**src/rtl/noc_rx_deframer.sv**
```systemverilog
`default_nettype none
// +--------------------------------------------------------------------------+
// | noc_rx_deframer: byte-serial NOC command deframer with request FIFO.      |
// | Revision: 1.0                                                             |
// +--------------------------------------------------------------------------+
module noc_rx_deframer #(
  parameter logic [3:0] MY_ID = 4'h1,
  parameter int         DEPTH = 2
) (
  input  logic        clk,
  input  logic        reset,
  input  logic        noc_to_dev_ctl,
  input  logic [7:0]  noc_to_dev_data,
  output logic        req_valid,
  input  logic        req_ready,
  output logic        req_write,
  output logic [3:0]  req_src,
  output logic [31:0] req_addr,
  output logic [2:0]  req_len,
  output logic [63:0] req_data,
  output logic        err_pulse,
  output logic        drop_pulse,
  output logic [7:0]  err_count
);
  localparam int         AW       = (DEPTH > 1) ? $clog2(DEPTH) : 1;
  localparam logic [2:0] c_OP_RD  = 3'b001;
  localparam logic [2:0] c_OP_WR  = 3'b011;

  typedef enum logic [2:0] {S_IDLE, S_DEST, S_ADDR, S_DATA, S_SKIP} state_t;

  typedef struct packed {
    logic        write;
    logic [3:0]  src;
    logic [31:0] addr;
    logic [2:0]  len;
    logic [63:0] data;
  } entry_t;

  state_t      r_state;
  logic        r_write;
  logic [2:0]  r_len;
  logic [3:0]  r_src;
  logic [1:0]  r_acnt;
  logic [2:0]  r_dcnt;
  logic [31:0] r_addr;
  logic [63:0] r_data;
  logic        r_err;
  logic        r_drop;
  logic [7:0]  r_err_count;
  entry_t      r_mem [DEPTH];
  logic [AW:0] r_wptr;
  logic [AW:0] r_rptr;

  entry_t      w_entry;
  entry_t      w_head;
  logic        w_push;
  logic        w_err;
  logic        w_pop;
  logic        w_full;
  logic        w_accept;
  logic        w_drop;

  // The entry is assembled with the final byte merged in, so it can be pushed
  // on the very cycle that byte arrives.
  always_comb begin
    w_push  = 1'b0;
    w_err   = 1'b0;
    w_entry = '{write: r_write, src: r_src, addr: r_addr,
                len: (r_write ? r_len : 3'd0), data: r_data};
    case (r_state)
      S_IDLE:                 w_err = ~noc_to_dev_ctl;
      S_DEST, S_ADDR, S_DATA: w_err = noc_to_dev_ctl;
      default:                w_err = 1'b0;
    endcase
    if (!noc_to_dev_ctl) begin
      if (r_state == S_ADDR && r_acnt == 2'd3 && !r_write) begin
        w_push             = 1'b1;
        w_entry.addr[31:24] = noc_to_dev_data;
      end
      if (r_state == S_DATA && r_dcnt == r_len) begin
        w_push                             = 1'b1;
        w_entry.data[{r_dcnt, 3'b000} +: 8] = noc_to_dev_data;
      end
    end
  end

  assign w_pop    = req_valid & req_ready;
  assign w_full   = (r_wptr[AW] != r_rptr[AW]) && (r_wptr[AW-1:0] == r_rptr[AW-1:0]);
  assign w_accept = w_push & (~w_full | w_pop);
  assign w_drop   = w_push & ~w_accept;

  always_ff @(posedge clk or negedge reset) begin
    if (!reset) begin
      r_state     <= S_IDLE;
      r_write     <= 1'b0;
      r_len       <= 3'd0;
      r_src       <= 4'd0;
      r_acnt      <= 2'd0;
      r_dcnt      <= 3'd0;
      r_addr      <= 32'd0;
      r_data      <= 64'd0;
      r_err       <= 1'b0;
      r_drop      <= 1'b0;
      r_err_count <= 8'd0;
    end else begin
      r_err  <= w_err;
      r_drop <= w_drop;
      if ((w_err || w_drop) && r_err_count != 8'hFF)
        r_err_count <= r_err_count + 8'd1;
      // Any ctl=1 byte restarts parsing, which also covers the abort case.
      if (noc_to_dev_ctl) begin
        r_data <= 64'd0;
        if (noc_to_dev_data == 8'h00) begin
          r_state <= S_IDLE;
        end else if (noc_to_dev_data[7:5] == c_OP_RD || noc_to_dev_data[7:5] == c_OP_WR) begin
          r_state <= S_DEST;
          r_write <= (noc_to_dev_data[7:5] == c_OP_WR);
          r_len   <= noc_to_dev_data[2:0];
        end else begin
          r_state <= S_SKIP;
        end
      end else begin
        case (r_state)
          S_DEST: begin
            if (noc_to_dev_data[7:4] != MY_ID) begin
              r_state <= S_SKIP;
            end else begin
              r_src   <= noc_to_dev_data[3:0];
              r_acnt  <= 2'd0;
              r_state <= S_ADDR;
            end
          end
          S_ADDR: begin
            r_addr[{r_acnt, 3'b000} +: 8] <= noc_to_dev_data;
            r_acnt <= r_acnt + 2'd1;
            if (r_acnt == 2'd3) begin
              r_dcnt  <= 3'd0;
              r_state <= r_write ? S_DATA : S_IDLE;
            end
          end
          S_DATA: begin
            r_data[{r_dcnt, 3'b000} +: 8] <= noc_to_dev_data;
            r_dcnt <= r_dcnt + 3'd1;
            if (r_dcnt == r_len)
              r_state <= S_IDLE;
          end
          default: r_state <= r_state;
        endcase
      end
    end
  end

  always_ff @(posedge clk or negedge reset) begin
    if (!reset) begin
      r_wptr <= '0;
      r_rptr <= '0;
      for (int i = 0; i < DEPTH; i++)
        r_mem[i] <= '0;
    end else begin
      if (w_accept) begin
        r_mem[r_wptr[AW-1:0]] <= w_entry;
        r_wptr                <= r_wptr + 1'b1;
      end
      if (w_pop)
        r_rptr <= r_rptr + 1'b1;
    end
  end

  assign w_head     = r_mem[r_rptr[AW-1:0]];
  assign req_valid  = (r_wptr != r_rptr);
  assign req_write  = w_head.write;
  assign req_src    = w_head.src;
  assign req_addr   = w_head.addr;
  assign req_len    = w_head.len;
  assign req_data   = w_head.data;
  assign err_pulse  = r_err;
  assign drop_pulse = r_drop;
  assign err_count  = r_err_count;
endmodule
`default_nettype wire

```
**config.mk**
```make
export PLATFORM = sky130hd
export DESIGN_NAME = noc_rx_deframer
export DESIGN_NICKNAME = d
export VERILOG_FILES = /design/src/rtl/noc_rx_deframer.sv
export SDC_FILE = /design/constraint.sdc
export NUM_CORES = 1
export LEC_CHECK = 0
export CORE_AREA = 2 2 162 164
export CTS_BUF_LIST = sky130_fd_sc_hd__clkbuf_16
export DETAILED_ROUTE_END_ITERATION = 7
export DIE_AREA = 0 0 164 166
export HOLD_SLACK_MARGIN = 0.05
export PLACE_DENSITY = 0.81
export RECOVER_POWER = 50
export SETUP_SLACK_MARGIN = 0.4
export SLEW_MARGIN = 15
export SYNTH_ARGS = -nofsm -noshare
export SYNTH_HDL_FRONTEND = slang
export SYNTH_SLANG_ARGS = --single-unit
```
**constraint.sdc**
```tcl
create_clock -name clk -period 4.23 [get_ports clk]
set_clock_uncertainty 0.2 [all_clocks]
set_input_delay 1.269 -clock clk [delete_from_list [all_inputs] [get_ports clk]]
set_output_delay 1.269 -clock clk [all_outputs]
set_load 0.03 [all_outputs]
```
* Word level (Yosys, flattened, before mapping) *
Index checks and enable logic that the tools add are counted.

word-level totals
  bits in registers = 334
  output and inout port bits = 115
  logic and storage cells = 117

operators by class
  $add $sub $neg = 7
  order comparisons = 3
  equality and inequality tests = 16
  shift-type cells = 4
  muxes and demuxes = 31
  bitwise gates (word level) = 11
  reduce and logical (&&, ||, !) cells = 22

operators by type and width
  operator                                                                number
  104-bit two-way mux                                                     4
  64-bit two-way mux                                                      4
  208-bit bitwise mux                                                     1
  104-bit demux with 1-bit select                                         1
  64-bit bitwise mux                                                      1
  8-bit by 8-bit variable shift with 64-bit output, first input constant  1
  8-bit by 8-bit variable part select with 64-bit output                  1
  32-bit bitwise mux                                                      1
  8-bit by 7-bit variable shift with 32-bit output, first input constant  1
  8-bit by 7-bit variable part select with 32-bit output                  1
  3-bit two-way mux                                                       8
  8-bit two-way mux                                                       2
  3-bit AND reduction                                                     5
  3-bit by 2-bit equality test with 1-bit output, second input constant   3
  3-bit one-hot mux with 3 select lines                                   1
  8-bit by 1-bit adder with 8-bit output, second input constant           1
  8-bit logical NOT                                                       1
  8-bit != test, second input constant                                    1
  6-bit negator with 8-bit output                                         1
  5-bit negator with 7-bit output                                         1
  2-bit by 1-bit adder with 2-bit output, second input constant           3
  3-bit by 1-bit equality test with 1-bit output, second input constant   2
  1-bit logical AND                                                       6
  3-bit by 2-bit != test with 1-bit output, second input constant         2
  other kinds (27)                                                        41

* Longest topological paths before layout *
  depth after elaboration = 11
  gate-level depth with buffers = 11

* Least setup slack after synthesis *
Ideal clock, no wire load.

  path kind = flip-flop to output port
  from = register r_rptr[0]
  to = output port req_addr[0]
  data arrival time = 1677 ps
  required time = 2761 ps
  path slack = 1084 ps
  cell stages (with the launch flop) = 5
  buffers on the path = 3
  cells stage by stage = dfrtp_1 -> clkbuf_1 -> clkbuf_1 -> clkbuf_1 -> mux2_2

on the way
  cells in the longest elaborated chain, start to end = 4

RTL lines
  element                                                 RTL line  source
  start: declaration                                      52        logic [AW:0] r_rptr;
  start signal: assignment                                165       r_rptr <= r_rptr + 1'b1;
  1-bit inverter with 2-bit output (not written as such)  169       assign w_head = r_mem[r_rptr[AW-1:0]];
  104-bit two-way mux (not written as such) (3 in a row)  169
  end: declaration                                        18        output logic [31:0] req_addr,

Every way passes these cells. The select of a mux whose other input is x is not followed.

* Worst setup path after layout *
  from = register r_rptr[0]
  to = output port req_data[44]

on the way
  cells in the longest elaborated chain, start to end = 4

RTL lines
  element                                                 RTL line  source
  1-bit inverter with 2-bit output (not written as such)  169
  104-bit two-way mux (not written as such) (3 in a row)  169
  end: declaration                                        20        output logic [63:0] req_data,

Every way passes these cells. The select of a mux whose other input is x is not followed.

==> impl_metrics.tcl <==
set metrics [dict create \
    cts_tree "done" \
    whs_endpoint "r_mem[184]" \
    use_met2_pct 42.66 \
    r2r_end "r_mem[36]" \
    grt_start_max_net_pins 99 \
    ys_ff_latch 334 \
    cts_buffer_depth 3 \
    synth_nets 1449 \
    cts.sinks 334 \
    synth_edf_count 0 \
    die_w_um 164 \
    postLayoutSetupSlackWorst_ns 0.4778 \
    p_clk_share_pct 40.9 \
    antenna_left 0 \
    timing.rr.start "r_dcnt[1]" \
    slew_headroom_pct -4.414 \
    leakage_nw 8.415 \
    avgRoutedWirePerCell_um 18.73 \
    ys.flop_type "dfrtp_1" \
    finalNetCount 1567 \
    crit_chain "buf_12, mux2_2, clkdlybuf4s50_1" \
    wirelength_um 35580 \
    peakVddDrop_v 0.0003770 \
    cp.required_ns 2.76 \
    numPortBuffers 126 \
    start_util_pct 58.74 \
    fin_crit_ns 3.752 \
    setup_viol 0 \
    yosysUniqueCellTypes 54 \
    path_buf_inv 2 \
    path_clk_slew_ns 0.07 \
    pre_cts_ws_ns 0.3006 \
    ctsHtreeMaxLevel 2 \
    ctsHoldBuffers 0 \
    grtUsageMet3_pct 4.620 \
    crit_arrival_ns 2.28 \
    cpPeakStageDelay_ns 0.60 \
    tightest_slew_ns 1.566 \
    power_frac_seq_pct 46.3 \
    p_sw_share_pct 25.70 \
    drc 0 \
    drt_iter0_markers 1020 \
    p_sw_mw 1.839 \
    worstPathMaxFanout 32 \
    rsz0062_at_grt "no" \
    syn_inst 1424 \
    whs_path_depth 2 \
    p_int_mw 5.314 \
    status "finished, violations left" \
    powerDensity_nw_per_um2 401.4 \
    netlist_area_um2 15050 \
    vias_per_cell 5.834 \
    root_buffer "clkbuf_16" \
    gr-total-overflow 0 \
    whs_ns 0.2716 \
    grt_pass1_wl_um 58560 \
    grt.total_usage_pct 26.83 \
    cp-end-kind "output port" \
    r2r_cells 8 \
    firstDrtPassIters 5 \
    tns_ns 0 \
    rrSetupSlack_ns 0.74 \
    die-area_um2 27220 \
    slowest_stage "clkdlybuf4s50_1" \
    synth.avg_cell_area_um2 10.57 \
    diodes 0 \
    cp-start-kind "flop" \
    hold_viol_final 0 \
    holdCritStartpoint "r_mem[184]" \
    areaGrowthSynthToFinish_pct 18.45 \
    dr_total_vias 11080 \
    io-pin-count 127 \
    ys.warnings.count 0 \
    clock_latency_ns 0.52 \
    hold_class "flop to flop" \
    place_hpwl_um 22330 \
    violations "max-capacitance violations, max-slew violations" \
    grt_pass1_vias 11110 \
    top_usage_layer "met2" \
    critical_path.top_delay_family "buffers and inverters" \
    synth_seq_area_share_pct 55.55 \
    max-cap-violations 2 \
    path_class "flop to output port" \
    p_comb_share_pct 12.8 \
    cts_buffers 35 \
    finalWeightedCongestion 0.8297 \
    drv_slew 95 \
    synth_async_sr_flop_share_pct 100.0 \
    drive_gt1_share_pct 15.65 \
    use_met1_pct 38.25 \
    max_freq_mhz 266.5 \
    die_h_um 166 \
    final_util_pct 69.57 \
    antenna_found_initial 1 \
    rows 59 \
    core_um2 25620 \
    period_share_pct 88.70 \
]
[cell type report]
cell class	count	area, µm²
Timing Repair Buffer	171	1673
Clock inverter	23	153.9
Clock buffer	37	925.9
Tap cell	335	419.2
Sequential cell	334	8362
Multi-Input combinational cell	986	6236
Inverter	14	52.55
Fill cell	1854	7794
[cell usage after synthesis (all sizes together), types with 3 or more instances]
cell	instances	share of area, %
a211oi	3	0.27
a21boi	4	0.20
a21o	3	0.15
a21oi	81	2.7
a22o	34	2.0
and2	10	0.42
and3	22	0.91
buf	44	1.6
clkbuf	46	1.1
dfrtp	334	56
ha	13	1.1
inv	14	0.35
mux2	146	11
mux2i	75	5.0
nand2	303	7.6
nand2b	3	0.12
nand3	7	0.23
nand4	5	0.25
nor2	82	2.1
nor3	5	0.17
nor3b	4	0.27
nor4	3	0.17
o21ai	151	5.0
xnor2	8	0.47
xor2	3	0.17
[cell usage in the layout (no fill, tap or decap), types with 8 or more instances in the layout]
cell type | netlist | routed
dfrtp_1 | 334 | 333
nand2_1 | 303 | 303
o21ai_0 | 143 | 146
mux2_2 | 146 | 145
clkdlybuf4s50_1 | 0 | 117
a21oi_1 | 81 | 81
nor2_1 | 80 | 80
mux2i_1 | 75 | 75
clkbuf_16 | 0 | 37
a22o_1 | 34 | 34
buf_4 | 7 | 28
and3_1 | 22 | 22
inv_1 | 14 | 21
ha_1 | 13 | 13
and2_1 | 10 | 10
xnor2_1 | 8 | 8
[metal layers]
layer | up-vias | share of wire (%)
li1 | 5109 | -
met1 | 5515 | 43
met2 | 387 | 49
met3 | 71 | 6.0
met4 | 2 | 2.5
met5 | - | 0.039
[state kept, by name, summed over array words and instances, names as in the netlist]
signal and count:
r_mem 208, r_data 64, r_addr 32, err_count 8, r_src 4, r_dcnt 3
r_len 3, r_state 3, r_acnt 2, r_rptr 2, r_wptr 2, drop_pulse 1
err_pulse 1, r_write 1
[power by group through the flow]
stage / combinational [mW] / sequential [mW] / clock [mW]
floorplan: 0.522 / 3.37 / 0
global placement: 0.824 / 3.42 / 0
detailed placement: 0.831 / 3.42 / 0
CTS: 0.932 / 3.31 / 2.96
global route: 0.974 / 3.32 / 3.10
finish: 0.915 / 3.31 / 2.93
[worst max-delay path by stage]
| stage | startpoint | end | cells past startpoint |
|---|---|---|---|
| after detailed placement | noc_to_dev_ctl | r_mem[34] | 6 |
| final | r_rptr[0] | req_data[44] | 3 |
| after floorplan | r_rptr[0] | req_addr[0] | 4 |
| after CTS | r_rptr[0] | req_len[2] | 3 |
| after global placement | noc_to_dev_ctl | r_mem[32] | 6 |
| after global routing | noc_to_dev_ctl | r_mem[34] | 8 |
[worst register-to-register path, stage by stage (launching register included)]
cell	delay, ns
dfrtp_1	0.51
inv_1	0.19
ha_1	0.26
ha_1	0.40
or4b_4	0.52
a211oi_4	0.35
and2b_1	0.49
mux2i_1	0.33
a21oi_1	0.12
[stage by stage]
stage                     std cells  cell area (µm²)  total power, mW
after CTS                      1900            17880            7.202
after detailed placement       1837            16770            4.253
after floorplan                1424            15050            3.893
after global placement         1837            16770            4.241
after global routing           1900            17820            7.390
final                          1900            17820            7.153
[cell families after synthesis]
| logic type | after synthesis | synth area share, % |
|---|---|---|
| and+or+nand+nor | 458 | 12.99 |
| DFF | 334 | 55.55 |
| AOI/OAI and AO/OA | 283 | 10.71 |
| muxes | 221 | 15.92 |
| buffers and inverters | 104 | 3.110 |
| adders and majority gates | 13 | 1.081 |
| xor gates and xnor gates | 11 | 0.6404 |
[repair_timing]
item,in CTS,in global routing
setup buffers,3,0
endpoints found under the setup margin,77,2
gates resized for setup,0,2
pin swaps,0,0
Power figures use the tool's default switching activity.
